**config.mk**
```make
export PLATFORM = sky130hd
export DESIGN_NAME = hazard_control_unit
export DESIGN_NICKNAME = d
export VERILOG_FILES = /design/src/rtl/hazard_control_unit.sv
export SDC_FILE = /design/constraint.sdc
export NUM_CORES = 1
export LEC_CHECK = 0
export ABC_AREA = 1
export ABC_CLOCK_PERIOD_IN_PS = 4650
export BUFFER_PORTS_ARGS = -buffer_cell sky130_fd_sc_hd__buf_2
export CELL_PAD_IN_SITES_DETAIL_PLACEMENT = 1
export CELL_PAD_IN_SITES_GLOBAL_PLACEMENT = 2
export CORE_AREA = 2 2 65 67
export CTS_BUF_LIST = sky130_fd_sc_hd__clkbuf_2 sky130_fd_sc_hd__clkbuf_4 sky130_fd_sc_hd__clkbuf_8
export CTS_CLUSTER_DIAMETER = 50
export CTS_CLUSTER_SIZE = 28
export DETAILED_ROUTE_END_ITERATION = 8
export DIE_AREA = 0 0 67 69
export HOLD_SLACK_MARGIN = 0.08
export PLACE_DENSITY = 0.84
export SLEW_MARGIN = 15
export SYNTH_ARGS = -nofsm -noshare
export SYNTH_HDL_FRONTEND = slang
export SYNTH_SLANG_ARGS = --single-unit
```
**constraint.sdc**
```tcl
create_clock -name clk -period 4.65 [get_ports clk]
set_clock_uncertainty 0.15 [all_clocks]
set_input_delay 0.6975 -clock clk [delete_from_list [all_inputs] [get_ports clk]]
set_output_delay 0.6975 -clock clk [all_outputs]
set_load 0.01 [all_outputs]
```
**src/rtl/hazard_control_unit.sv**
```systemverilog
// Stall/flush controller for the 5-stage pipeline (load-use, taken branch, slow dmem).
// Optional perf counters when HAZARD_PERF_EN is defined.
//
// Parameters:
//   MEM_TIMEOUT  number of frozen MEM_WAIT cycles before mem_timeout latches
//   CNT_W        perf counter width (HAZARD_PERF_EN only)
//
// Ports:
//   clk, reset                          clock, sync active-high reset
//   if_id_rs1/rs2, if_id_uses_rs1/rs2   source regs of the ID instruction
//   id_ex_rd, id_ex_mem_read            destination / load flag of the EX instruction
//   ex_branch_taken                     taken branch resolved in EX
//   dmem_req, dmem_ready                data-memory handshake from MEM
//   pc_write .. mem_wb_flush            pipeline register enables and flushes
//   mem_timeout                         sticky dmem timeout error
//   stall_cycles, loaduse_count,
//   flush_count                         perf counters (HAZARD_PERF_EN only)
module hazard_control_unit #(
   parameter int unsigned MEM_TIMEOUT = 255
`ifdef HAZARD_PERF_EN
   ,
   parameter int unsigned CNT_W = 32
`endif
) (
   input  logic       clk,
   input  logic       reset,
   input  logic [4:0] if_id_rs1,
   input  logic [4:0] if_id_rs2,
   input  logic       if_id_uses_rs1,
   input  logic       if_id_uses_rs2,
   input  logic [4:0] id_ex_rd,
   input  logic       id_ex_mem_read,
   input  logic       ex_branch_taken,
   input  logic       dmem_req,
   input  logic       dmem_ready,
`ifdef HAZARD_PERF_EN
   output logic [CNT_W-1:0] stall_cycles,
   output logic [CNT_W-1:0] loaduse_count,
   output logic [CNT_W-1:0] flush_count,
`endif
   output logic       pc_write,
   output logic       if_id_write,
   output logic       if_id_flush,
   output logic       id_ex_write,
   output logic       id_ex_flush,
   output logic       ex_mem_write,
   output logic       mem_wb_flush,
   output logic       mem_timeout
);

   typedef enum logic {
      RUN      = 1'b0,
      MEM_WAIT = 1'b1
   } state_e;

   localparam logic [15:0] TO_LIM = 16'(MEM_TIMEOUT);

   state_e      state_q, state_d;
   logic [15:0] cnt_q, cnt_d;
   logic        to_q, to_d;

   logic lu_hit;
   logic freeze;
   logic br_flush;
   logic lu_bubble;

   assign lu_hit = id_ex_mem_read && (id_ex_rd != 5'd0) &&
                   ((if_id_uses_rs1 && (if_id_rs1 == id_ex_rd)) ||
                    (if_id_uses_rs2 && (if_id_rs2 == id_ex_rd)));

   // In MEM_WAIT the access is already in flight, so only ready matters.
   assign freeze = !reset &&
                   ((state_q == RUN) ? (dmem_req && !dmem_ready)
                                     : !dmem_ready);

   // The three actions are mutually exclusive by construction.
   assign br_flush  = !reset && !freeze && ex_branch_taken;
   assign lu_bubble = !reset && !freeze && !ex_branch_taken && lu_hit;

   always_ff @(posedge clk) begin
      if (reset) begin
         state_q <= RUN;
         cnt_q   <= 16'd0;
         to_q    <= 1'b0;
      end else begin
         state_q <= state_d;
         cnt_q   <= cnt_d;
         to_q    <= to_d;
      end
   end

   always_comb begin
      state_d = state_q;
      cnt_d   = cnt_q;
      to_d    = to_q;
      if (freeze) begin
         state_d = MEM_WAIT;
         if (state_q == RUN) begin
            cnt_d = 16'd1;
         end else if (cnt_q < TO_LIM) begin
            cnt_d = cnt_q + 16'd1;
         end
         if (cnt_d >= TO_LIM) begin
            to_d = 1'b1;
         end
      end else begin
         state_d = RUN;
         cnt_d   = 16'd0;
      end
   end

   always_comb begin
      pc_write     = 1'b1;
      if_id_write  = 1'b1;
      if_id_flush  = 1'b0;
      id_ex_write  = 1'b1;
      id_ex_flush  = 1'b0;
      ex_mem_write = 1'b1;
      mem_wb_flush = 1'b0;
      unique case (1'b1)
         freeze: begin
            pc_write     = 1'b0;
            if_id_write  = 1'b0;
            id_ex_write  = 1'b0;
            ex_mem_write = 1'b0;
            mem_wb_flush = 1'b1;
         end
         br_flush: begin
            if_id_flush = 1'b1;
            id_ex_flush = 1'b1;
         end
         lu_bubble: begin
            pc_write    = 1'b0;
            if_id_write = 1'b0;
            id_ex_flush = 1'b1;
         end
         default: begin
         end
      endcase
   end

   assign mem_timeout = to_q && !reset;

`ifdef HAZARD_PERF_EN
   localparam logic [CNT_W-1:0] CNT_MAX = '1;

   logic [CNT_W-1:0] stall_q, lu_q, fl_q;

   always_ff @(posedge clk) begin
      if (reset) begin
         stall_q <= '0;
         lu_q    <= '0;
         fl_q    <= '0;
      end else begin
         if ((freeze || lu_bubble) && (stall_q != CNT_MAX)) begin
            stall_q <= stall_q + 1'b1;
         end
         if (lu_bubble && (lu_q != CNT_MAX)) begin
            lu_q <= lu_q + 1'b1;
         end
         if (br_flush && (fl_q != CNT_MAX)) begin
            fl_q <= fl_q + 1'b1;
         end
      end
   end

   assign stall_cycles  = stall_q;
   assign loaduse_count = lu_q;
   assign flush_count   = fl_q;
`endif

endmodule
```
==> results of run 1 <==
==> area by class of cell <==
class	instances	area [sq um]	share of cell area [%]
tap	50	62.6	4.59
sequential	18	360	26.4
inverter	31	118	8.62
timing repair buffer	30	150	11.0
clock buffer	3	41.3	3.03
multi-input combinational	122	632	46.3
==> registers in the layout, summed over array words and instances, names as in the netlist <==
signal   flops
to_q         1
cnt_q       16
state_q      1
==> layer usage <==
layer  up-vias  global-route usage (%)  share of wire (%)
met5         -                       0                  0
met4         0                    4.08               0.36
met3         2                    2.77                3.7
met2        19                    22.1                 47
met1       497                    16.9                 48
li1        607                       -                  -
==> worst min-delay path by stage <==
stage	end	slack [ns]	start
2_1_floorplan	cnt_q[12]$_SDFF_PP0_	0.28	cnt_q[12]$_SDFF_PP0_
3_3_place_gp	cnt_q[10]$_SDFF_PP0_	0.30	cnt_q[10]$_SDFF_PP0_
3_5_place_dp	cnt_q[10]$_SDFF_PP0_	0.30	cnt_q[10]$_SDFF_PP0_
4_1_cts	cnt_q[10]$_SDFF_PP0_	0.31	cnt_q[10]$_SDFF_PP0_
5_1_grt	cnt_q[11]$_SDFF_PP0_	0.35	cnt_q[11]$_SDFF_PP0_
6_report	cnt_q[8]$_SDFF_PP0_	0.31	cnt_q[8]$_SDFF_PP0_
==> layout by cell type, fill, tap and decap left out <==
master                     count
sky130_fd_sc_hd__o41a_1        1
sky130_fd_sc_hd__nand2_1      43
sky130_fd_sc_hd__o21bai_1      1
sky130_fd_sc_hd__inv_2         2
sky130_fd_sc_hd__a31oi_1       1
sky130_fd_sc_hd__inv_1        27
sky130_fd_sc_hd__nand2_4       1
sky130_fd_sc_hd__nor2_4        2
sky130_fd_sc_hd__nand3_1      15
sky130_fd_sc_hd__nand2_2       1
sky130_fd_sc_hd__nand3_2       1
sky130_fd_sc_hd__a21oi_1       3
sky130_fd_sc_hd__nand3_4       1
sky130_fd_sc_hd__clkinv_2      1
sky130_fd_sc_hd__nand4_1       2
sky130_fd_sc_hd__xnor2_1       4
sky130_fd_sc_hd__dfxtp_1      18
sky130_fd_sc_hd__nor2_1       24
sky130_fd_sc_hd__o22ai_1       1
sky130_fd_sc_hd__xor2_1        4
sky130_fd_sc_hd__nor3_1        4
sky130_fd_sc_hd__o21ai_0       5
sky130_fd_sc_hd__a221oi_1      1
sky130_fd_sc_hd__clkbuf_8      3
sky130_fd_sc_hd__a311oi_1      1
sky130_fd_sc_hd__buf_2        30
sky130_fd_sc_hd__a41oi_1       1
sky130_fd_sc_hd__clkinv_1      1
sky130_fd_sc_hd__nor4_1        1
sky130_fd_sc_hd__nor2_2        3
sky130_fd_sc_hd__ha_1          1
==> power by group through the flow <==
stage | Combinational [uW] | Sequential (uW) | Clock [uW]
global placement | 34.7 | 160 | 0
detailed placement | 34.9 | 160 | 0
floorplan | 19.0 | 159 | 0
CTS | 35.1 | 157 | 113
finish | 34.4 | 157 | 109
global route | 38.9 | 157 | 119
==> critical path: cells and delay by family <==
kind            cells  cell delay, ns
simple gates        4            0.53
buf+inv             2            0.27
xor+xnor            1            0.15
compound gates      1            0.07
==> cells by family after synthesis <==
kind of cell / after synthesis
fa+ha+maj: 1
xor+xnor: 8
simple gates: 98
flops: 18
compound gates: 15
buf+inv: 34
==> per-stage QoR <==
step           worst slack [ns]  instances  total power (uW)
3_3_place_gp               2.09        251               195
6_report                   2.08        254               300
5_1_grt                    1.92        254               314
4_1_cts                    2.04        254               305
2_1_floorplan              2.27        174               178
3_5_place_dp               2.09        251               195
==> flow_summary.toml, run 1 <==
[outcome]
status = "completed"

[floorplanning]
initial_utilization_pct = 28.9
fp.dieArea_sq_um = 4620
io-pin-count = 31
die_w_microns = 67
design.core.area_sq_um = 3910
placementRows = 23
die_h_microns = 69

[sta]
min_period_over_period_pct = 55.2
timing.max_slew.rel_slack_pct = 75.1
finalHoldViolations = 0
post-route-min-period_ns = 2.57
timing.fmax_mhz = 390
timing.final.max_slew_violations = 0
fin_worst_hold_slack_ns = 0.310
fin_tns_setup_ns = 0
tightest_slew_ns = 0.372
rsz_0062_raised_after_global_routing = "no"
setup-violations-final = 0

[logic_synthesis]
total_number_of_yosys_warnings = 0
synth_top_family_by_area = "simple AND/OR/NAND/NOR gates"
syn-mean-instance-area_sq_um = 6.49
adder_cell_fraction_of_synth_area_pct = 1.11
synthSimpleGateAreaFrac_pct = 40.0
ys_top_cells_by_area = "sky130_fd_sc_hd__dfxtp_1, sky130_fd_sc_hd__nand2_1, sky130_fd_sc_hd__inv_1"
synth_compound_area_share_pct = 8.64
yosys.area_share.xor_xnor_pct = 6.20
yosys.area.top_type = "sky130_fd_sc_hd__dfxtp_1"
synth_mux_area_share_pct = 0
asyncSetResetFlopFracSynth_pct = 0
postSynth.topFlopCell = "sky130_fd_sc_hd__dfxtp_1"
cell_with_the_most_instances_after_synthesis = "sky130_fd_sc_hd__nand2_1"
synth_edf_count = 0
synthCells = 174
synth_sequential_area_ratio_pct = 31.9
synth_largest_type_area_fraction_pct = 31.9
ys_top_cells_by_count = "sky130_fd_sc_hd__nand2_1, sky130_fd_sc_hd__inv_1, sky130_fd_sc_hd__nor2_1"
yosysUniqueCellTypes = 31
cell_area_after_synthesis_sq_um = 1130
ys_seq_elements = 18
net_count_synth = 198

[cells_and_area]
postLayoutCoreUtil_pct = 34.8
synthToLayoutAreaGrowth_pct = 20.7
layout.cell_area.non_filler_sq_um = 1360
final.fill_count = 546
fin_nets = 230
diode_count = 0
final_layout_size_suffix_gt1_share_pct = 22.1

[routing]
vias_per_cell = 4.43
wire_per_inst_microns = 11.0
via_count = 1125
route.detailed.drc = 0
final_antenna_net_count = 0
drt-initial-drc-count = 21
finalWirelength_mm = 2.78
dr.pass1.iters = 4

[cts]
cts.repair_timing.setup_buffer_count = 0
clock_latency_ns = 0.25
ctsHtreeMaxLevel = 1
tritoncts = "yes"
tritoncts.num_buffers = 3
clk_pin_slew_ns = 0.07
cts_buffer_depth = 2
cts_sinks = 18
holdBufCountCts = 0
post_cts_resized = 0
root_buf_cell = "sky130_fd_sc_hd__clkbuf_8"

[job]
max-cap-violations = 0

[global_route]
pin_count_of_the_biggest_net_entering_global_routing = 12
antenna_found_initial = 0
global_route_wire_length_before_repair_mm = 4.86
grt_pass1_vias = 1151
grt.total_usage_pct = 13.3
grt-ovfl-total = 0

[power]
internal_power_uw = 228
share_clk_of_total_power_pct = 36.3
p_sw_uw = 72.0
power.leakage_uw = 0.000635
power.combinational.fraction_pct = 11.5
seq_power_share_pct = 52.2
worst_ir_drop_vdd_uv = 72.4
cellPowerDensity_nw_per_um2 = 220
sw_frac_of_total_pct = 24.0

[setup_path]
cp.required_ns = 3.80
worst_setup_path_start_kind = "input port"
crit-reg2reg-capture = "to_q$_SDFFE_PP0P_"
worst-r2r-setup-slack_ns = 2.84
timing.setup.critical_path_class = "in -> out"
startpoint_of_the_worst_setup_timing_path = "id_ex_rd[2]"
critical-path-slowest-cell = "sky130_fd_sc_hd__nor4_1"
endpoint_kind = "output pin"
critical-path-max-stage-delay_ns = 0.26
rr_startpoint = "cnt_q[0]$_SDFF_PP0_"
critical_path.endpoint = "id_ex_flush"
r2r_cells = 12
cp_cell_sequence = "buf_2, xor2_1, nor4_1, nand3_1, nand2_1, nand2_1, o21ai_0, buf_2"
path_max_fanout = 3
critPathArrivalTime_ns = 1.72

[place]
post-dp-hpwl_mm = 2.39
dpl_cell_area_sq_um = 1320
gp_routability_congestion = 0.747
portBuffers = 30

[hold_path]
min_path_type = "reg -> reg"
worstHoldPathCells = 2
(Power assumes the default switching activity.)
==> run 2, diff against run 1 <==
--- a/config.mk
+++ b/config.mk
@@ -6,18 +6,18 @@
 export NUM_CORES = 1
 export LEC_CHECK = 0
 export ABC_AREA = 1
-export ABC_CLOCK_PERIOD_IN_PS = 4650
+export ABC_CLOCK_PERIOD_IN_PS = 2200
 export BUFFER_PORTS_ARGS = -buffer_cell sky130_fd_sc_hd__buf_2
 export CELL_PAD_IN_SITES_DETAIL_PLACEMENT = 1
 export CELL_PAD_IN_SITES_GLOBAL_PLACEMENT = 2
-export CORE_AREA = 2 2 65 67
+export CORE_AREA = 2 2 71 73
 export CTS_BUF_LIST = sky130_fd_sc_hd__clkbuf_2 sky130_fd_sc_hd__clkbuf_4 sky130_fd_sc_hd__clkbuf_8
 export CTS_CLUSTER_DIAMETER = 50
 export CTS_CLUSTER_SIZE = 28
 export DETAILED_ROUTE_END_ITERATION = 8
-export DIE_AREA = 0 0 67 69
+export DIE_AREA = 0 0 73 75
 export HOLD_SLACK_MARGIN = 0.08
-export PLACE_DENSITY = 0.84
+export PLACE_DENSITY = 0.75
 export SLEW_MARGIN = 15
 export SYNTH_ARGS = -nofsm -noshare
 export SYNTH_HDL_FRONTEND = slang
==> constraint.sdc (replaced) <==
create_clock -name clk -period 2.2 [get_ports clk]
set_clock_uncertainty 0.15 [all_clocks]
set_input_delay 0.33 -clock clk [delete_from_list [all_inputs] [get_ports clk]]
set_output_delay 0.33 -clock clk [all_outputs]
set_load 0.01 [all_outputs]
==> flow_summary.toml, run 2 (synthesis results as in run 1) <==
[sta]
timing.max_slew.rel_slack_pct = 80.2
post-route-min-period_ns = 1.92
fin_tns_setup_ns = 0
timing.final.max_slew_violations = 0
timing.fmax_mhz = 522
finalHoldViolations = 0
rsz_0062_raised_after_global_routing = "no"
setup-violations-final = 0
min_period_over_period_pct = 87.1
tightest_slew_ns = 0.294

[setup_path]
r2r_cells = 10
worst_setup_path_start_kind = "flop"
cp.required_ns = 1.72
crit-reg2reg-capture = "to_q$_SDFFE_PP0P_"
rr_startpoint = "cnt_q[1]$_SDFF_PP0_"
timing.setup.critical_path_class = "reg -> out"
path_max_fanout = 3
endpoint_kind = "output pin"
critPathArrivalTime_ns = 1.44
startpoint_of_the_worst_setup_timing_path = "state_q$_SDFF_PP0_"
worst-r2r-setup-slack_ns = 0.41

[global_route]
grt_pass1_vias = 1198
grt-ovfl-total = 0
pin_count_of_the_biggest_net_entering_global_routing = 11
antenna_found_initial = 0
grt.total_usage_pct = 12.0
global_route_wire_length_before_repair_mm = 5.22

[cts]
holdBufCountCts = 0
clock_latency_ns = 0.25
tritoncts.num_buffers = 3
ctsHtreeMaxLevel = 1
tritoncts = "yes"
clk_pin_slew_ns = 0.07
post_cts_resized = 0
cts.repair_timing.setup_buffer_count = 0
root_buf_cell = "sky130_fd_sc_hd__clkbuf_8"
cts_sinks = 18
cts_buffer_depth = 2

[power]
worst_ir_drop_vdd_uv = 313
power.leakage_uw = 0.000653
cellPowerDensity_nw_per_um2 = 484

[routing]
via_count = 1142
final_antenna_net_count = 0
wire_per_inst_microns = 11.4
dr.pass1.iters = 4
drt-initial-drc-count = 50
finalWirelength_mm = 2.97
route.detailed.drc = 0
vias_per_cell = 4.38

[cells_and_area]
top_register = "cnt_q"
final_layout_size_suffix_gt1_share_pct = 23.2
postLayoutCoreUtil_pct = 30.0
synthToLayoutAreaGrowth_pct = 23.7
largest_register_ffs = 16
diode_count = 0
most-common-layout-cells = "sky130_fd_sc_hd__nand2_1, sky130_fd_sc_hd__buf_2, sky130_fd_sc_hd__inv_1, sky130_fd_sc_hd__nor2_1, sky130_fd_sc_hd__dfxtp_1"
layout_commonest_cell = "sky130_fd_sc_hd__nand2_1"
reg_top3 = "cnt_q: 16 flops, state_q: 1 flops, to_q: 1 flops"
fin_nets = 232

[place]
post-dp-hpwl_mm = 2.49
gp_routability_congestion = 0.737
portBuffers = 30

[job]
max-cap-violations = 0

[floorplanning]
initial_utilization_pct = 24.2
placementRows = 25
die_w_microns = 73
design.core.area_sq_um = 4660
io-pin-count = 31
fp.dieArea_sq_um = 5480
die_h_microns = 75

[outcome]
status = "completed"

[hold_path]
min_delay_worst_endpoint = "state_q$_SDFF_PP0_"
worstHoldPathCells = 2
worstHoldStart = "reset"
min_path_type = "in -> reg"
[run 2: cell count changes in the layout (fill, tap and decap cells not counted)]
| cell | delta |
|---|---|
| sky130_fd_sc_hd__clkbuf_8 | +1 |
| sky130_fd_sc_hd__buf_4 | +2 |
[run 2: routing by layer]
layer  wire, microns  track usage, %  vias up
met5               0               0        -
met4              17            2.47        0
met3             108            2.54        2
met2            1330            18.7       28
met1            1510            17.1      501
li1                -               -      611
[run 2: area by class of cell]
class / count / area [sq um]
Sequential cell: 18 / 360
Clock buffer: 4 / 55.1
Multi-Input combinational cell: 122 / 632
Timing Repair Buffer: 32 / 165
Fill cell: 589 / 3260
Inverter: 31 / 118
Tap cell: 54 / 67.6
[run 2: report_power, final]
part	internal, uW	leakage (uW)	switching [uW]
logic	34.8	0.000479	43.0
clock network	159	0.0000288	111
registers	327	0.000145	1.19
[run 2: worst max path at each step]
stage,endpoint,slack (ns),cells after the start
CTS,id_ex_flush,0.26,8
finish,id_ex_flush,0.28,8
detailed placement,id_ex_flush,0.33,8
global placement,id_ex_flush,0.38,8
floorplan,pc_write,0.56,6
global route,id_ex_flush,0.07,8
[run 2: worst max-delay path, stage by stage, from the launching register on]
cell	delay, ns
sky130_fd_sc_hd__dfxtp_1	0.31
sky130_fd_sc_hd__nor2_1	0.10
sky130_fd_sc_hd__nor2_1	0.05
sky130_fd_sc_hd__inv_2	0.06
sky130_fd_sc_hd__nand2_1	0.08
sky130_fd_sc_hd__a311oi_1	0.28
sky130_fd_sc_hd__nand2_1	0.08
sky130_fd_sc_hd__o21ai_0	0.07
sky130_fd_sc_hd__buf_2	0.15
[run 2: metrics by stage]
stage | total power (uW) | setup slack [ns] | hold slack [ns] | instances | instance area (sq um)
final | 676 | 0.284 | 0.123 | 261 | 1400
after global routing | 714 | 0.0701 | 0.140 | 261 | 1400
after CTS | 690 | 0.259 | 0.118 | 261 | 1400
after detailed placement | 415 | 0.326 | 0.307 | 257 | 1340
after global placement | 415 | 0.384 | 0.299 | 257 | 1340
after floorplan | 376 | 0.558 | 0.252 | 174 | 1130
==> run 3, diff against run 2 <==
--- a/config.mk
+++ b/config.mk
@@ -10,14 +10,14 @@
 export BUFFER_PORTS_ARGS = -buffer_cell sky130_fd_sc_hd__buf_2
 export CELL_PAD_IN_SITES_DETAIL_PLACEMENT = 1
 export CELL_PAD_IN_SITES_GLOBAL_PLACEMENT = 2
-export CORE_AREA = 2 2 71 73
+export CORE_AREA = 2 2 60 85
 export CTS_BUF_LIST = sky130_fd_sc_hd__clkbuf_2 sky130_fd_sc_hd__clkbuf_4 sky130_fd_sc_hd__clkbuf_8
 export CTS_CLUSTER_DIAMETER = 50
 export CTS_CLUSTER_SIZE = 28
 export DETAILED_ROUTE_END_ITERATION = 8
-export DIE_AREA = 0 0 73 75
+export DIE_AREA = 0 0 62 87
 export HOLD_SLACK_MARGIN = 0.08
-export PLACE_DENSITY = 0.75
+export PLACE_DENSITY = 0.76
 export SLEW_MARGIN = 15
 export SYNTH_ARGS = -nofsm -noshare
 export SYNTH_HDL_FRONTEND = slang
==> flow_summary.toml, run 3 (synthesis results as in run 1) <==
[cts]
cts_sinks = 18
clk_pin_slew_ns = 0.07
cts.repair_timing.setup_buffer_count = 0
tritoncts.num_buffers = 3
holdBufCountCts = 0
cts_buffer_depth = 2
ctsHtreeMaxLevel = 1
root_buf_cell = "sky130_fd_sc_hd__clkbuf_8"
clock_latency_ns = 0.25
post_cts_resized = 0
tritoncts = "yes"

[power]
cellPowerDensity_nw_per_um2 = 472
power.leakage_uw = 0.000659
worst_ir_drop_vdd_uv = 143

[cells_and_area]
final.fill_count = 642
most-common-layout-cells = "sky130_fd_sc_hd__nand2_1, sky130_fd_sc_hd__buf_2, sky130_fd_sc_hd__inv_1, sky130_fd_sc_hd__nor2_1, sky130_fd_sc_hd__dfxtp_1"
fin_nets = 233
layout_commonest_cell = "sky130_fd_sc_hd__nand2_1"
reg_top3 = "cnt_q: 16 flops, state_q: 1 flops, to_q: 1 flops"
synthToLayoutAreaGrowth_pct = 25.5
largest_register_ffs = 16
final-seq-area_sq_um = 360
top_register = "cnt_q"
diode_count = 0
area_used_by_multi_input_combinational_logic_sq_um = 632
layout.cell_area.non_filler_sq_um = 1420
final_layout_size_suffix_gt1_share_pct = 23.6

[setup_path]
worst-r2r-setup-slack_ns = 0.45
startpoint_of_the_worst_setup_timing_path = "state_q$_SDFF_PP0_"
critical_path.endpoint = "id_ex_flush"
rr_startpoint = "cnt_q[1]$_SDFF_PP0_"
crit-reg2reg-capture = "to_q$_SDFFE_PP0P_"
endpoint_kind = "output pin"
timing.setup.critical_path_class = "reg -> out"
path_max_fanout = 3
critPathArrivalTime_ns = 1.44
cp.required_ns = 1.72
r2r_cells = 12
worst_setup_path_start_kind = "flop"

[routing]
final_antenna_net_count = 0
route.detailed.drc = 0
vias_per_cell = 4.22
via_count = 1147
dr.pass1.iters = 3
wire_per_inst_microns = 10.4
finalWirelength_mm = 2.83
drt-initial-drc-count = 13

[global_route]
grt_pass1_vias = 1200
globalRouteMet3Util_pct = 1.63
pin_count_of_the_biggest_net_entering_global_routing = 11
most_used_routing_layer = "met2"
grt.total_usage_pct = 12.1
grt-ovfl-total = 0
global_route_wire_length_before_repair_mm = 4.88
grt_util_met1_pct = 11.2
antenna_found_initial = 0
met2_grt_util_pct = 24.0

[sta]
fin_tns_setup_ns = 0
finalHoldViolations = 0
setup-violations-final = 0
min_period_over_period_pct = 87.4
timing.final.max_slew_violations = 0
post-route-min-period_ns = 1.92
rsz_0062_raised_after_global_routing = "no"
tightest_slew_ns = 0.285
timing.fmax_mhz = 520
timing.max_slew.rel_slack_pct = 80.9

[place]
post-dp-hpwl_mm = 2.50
portBuffers = 30
dpl_cell_area_sq_um = 1360
gp_routability_congestion = 0.745

[floorplanning]
fp.dieArea_sq_um = 5390
initial_utilization_pct = 24.1
design.core.area_sq_um = 4690
io-pin-count = 31
placementRows = 30
die_w_microns = 62
die_h_microns = 87

[hold_path]
min_path_type = "in -> reg"

[job]
max-cap-violations = 0

[outcome]
status = "completed"
==> run 3: changes by cell type in the layout (fill, tap and decap cells not counted), sizes merged <==
cell | before | now
buf | 32 | 33
==> run 3: routing by layer <==
| layer | up-vias | part of all wire [%] |
|---|---|---|
| li1 | 613 | - |
| met1 | 510 | 36 |
| met2 | 22 | 59 |
| met3 | 2 | 3.5 |
| met4 | 0 | 1.8 |
| met5 | - | 0 |
==> run 3: power by group <==
group / switching, uW / leakage (uW) / internal [uW]
sequential: 1.09 / 0.000145 / 328
combinational: 41.2 / 0.000485 / 34.7
clock: 105 / 0.0000288 / 159
total: 148 / 0.000659 / 521
==> run 3: per-stage QoR <==
stage               utilization, %  instances  setup slack (ns)  power [uW]  hold slack (ns)
CTS                           30.2        272             0.238         686            0.124
floorplan                        -        174             0.558         376            0.252
global route                  30.2        272             0.102         711            0.129
detailed placement            29.0        268             0.369         414            0.302
finish                        30.2        272             0.277         669            0.128
global placement              29.0        268             0.342         413            0.291
==> run 3: worst min path at each step <==
| stage | depth (start not counted) | slack [ns] | end | start |
|---|---|---|---|---|
| finish | 2 | 0.13 | state_q$_SDFF_PP0_ | reset |
| global route | 2 | 0.13 | state_q$_SDFF_PP0_ | reset |
| CTS | 2 | 0.12 | state_q$_SDFF_PP0_ | reset |
| detailed placement | 2 | 0.30 | cnt_q[10]$_SDFF_PP0_ | cnt_q[10]$_SDFF_PP0_ |
| global placement | 2 | 0.29 | cnt_q[8]$_SDFF_PP0_ | cnt_q[8]$_SDFF_PP0_ |
| floorplan | 1 | 0.25 | state_q$_SDFF_PP0_ | reset |
==> run 3: final cells by class <==
type                            count  share of cell area [%]
Sequential cell                    18                    25.4
Inverter                           31                    8.30
Timing Repair Buffer               33                    12.2
Tap cell                           64                    5.65
Clock buffer                        4                    3.88
Multi-Input combinational cell    122                    44.6
==> run 3: worst max-delay path, stage by stage, from the launching register on <==
cell and delay, ns:
sky130_fd_sc_hd__dfxtp_1 0.31, sky130_fd_sc_hd__nor2_1 0.10, sky130_fd_sc_hd__nor2_1 0.05, sky130_fd_sc_hd__inv_2 0.07, sky130_fd_sc_hd__nand2_1 0.08, sky130_fd_sc_hd__a311oi_1 0.27
sky130_fd_sc_hd__nand2_1 0.09, sky130_fd_sc_hd__o21ai_0 0.07, sky130_fd_sc_hd__buf_2 0.15
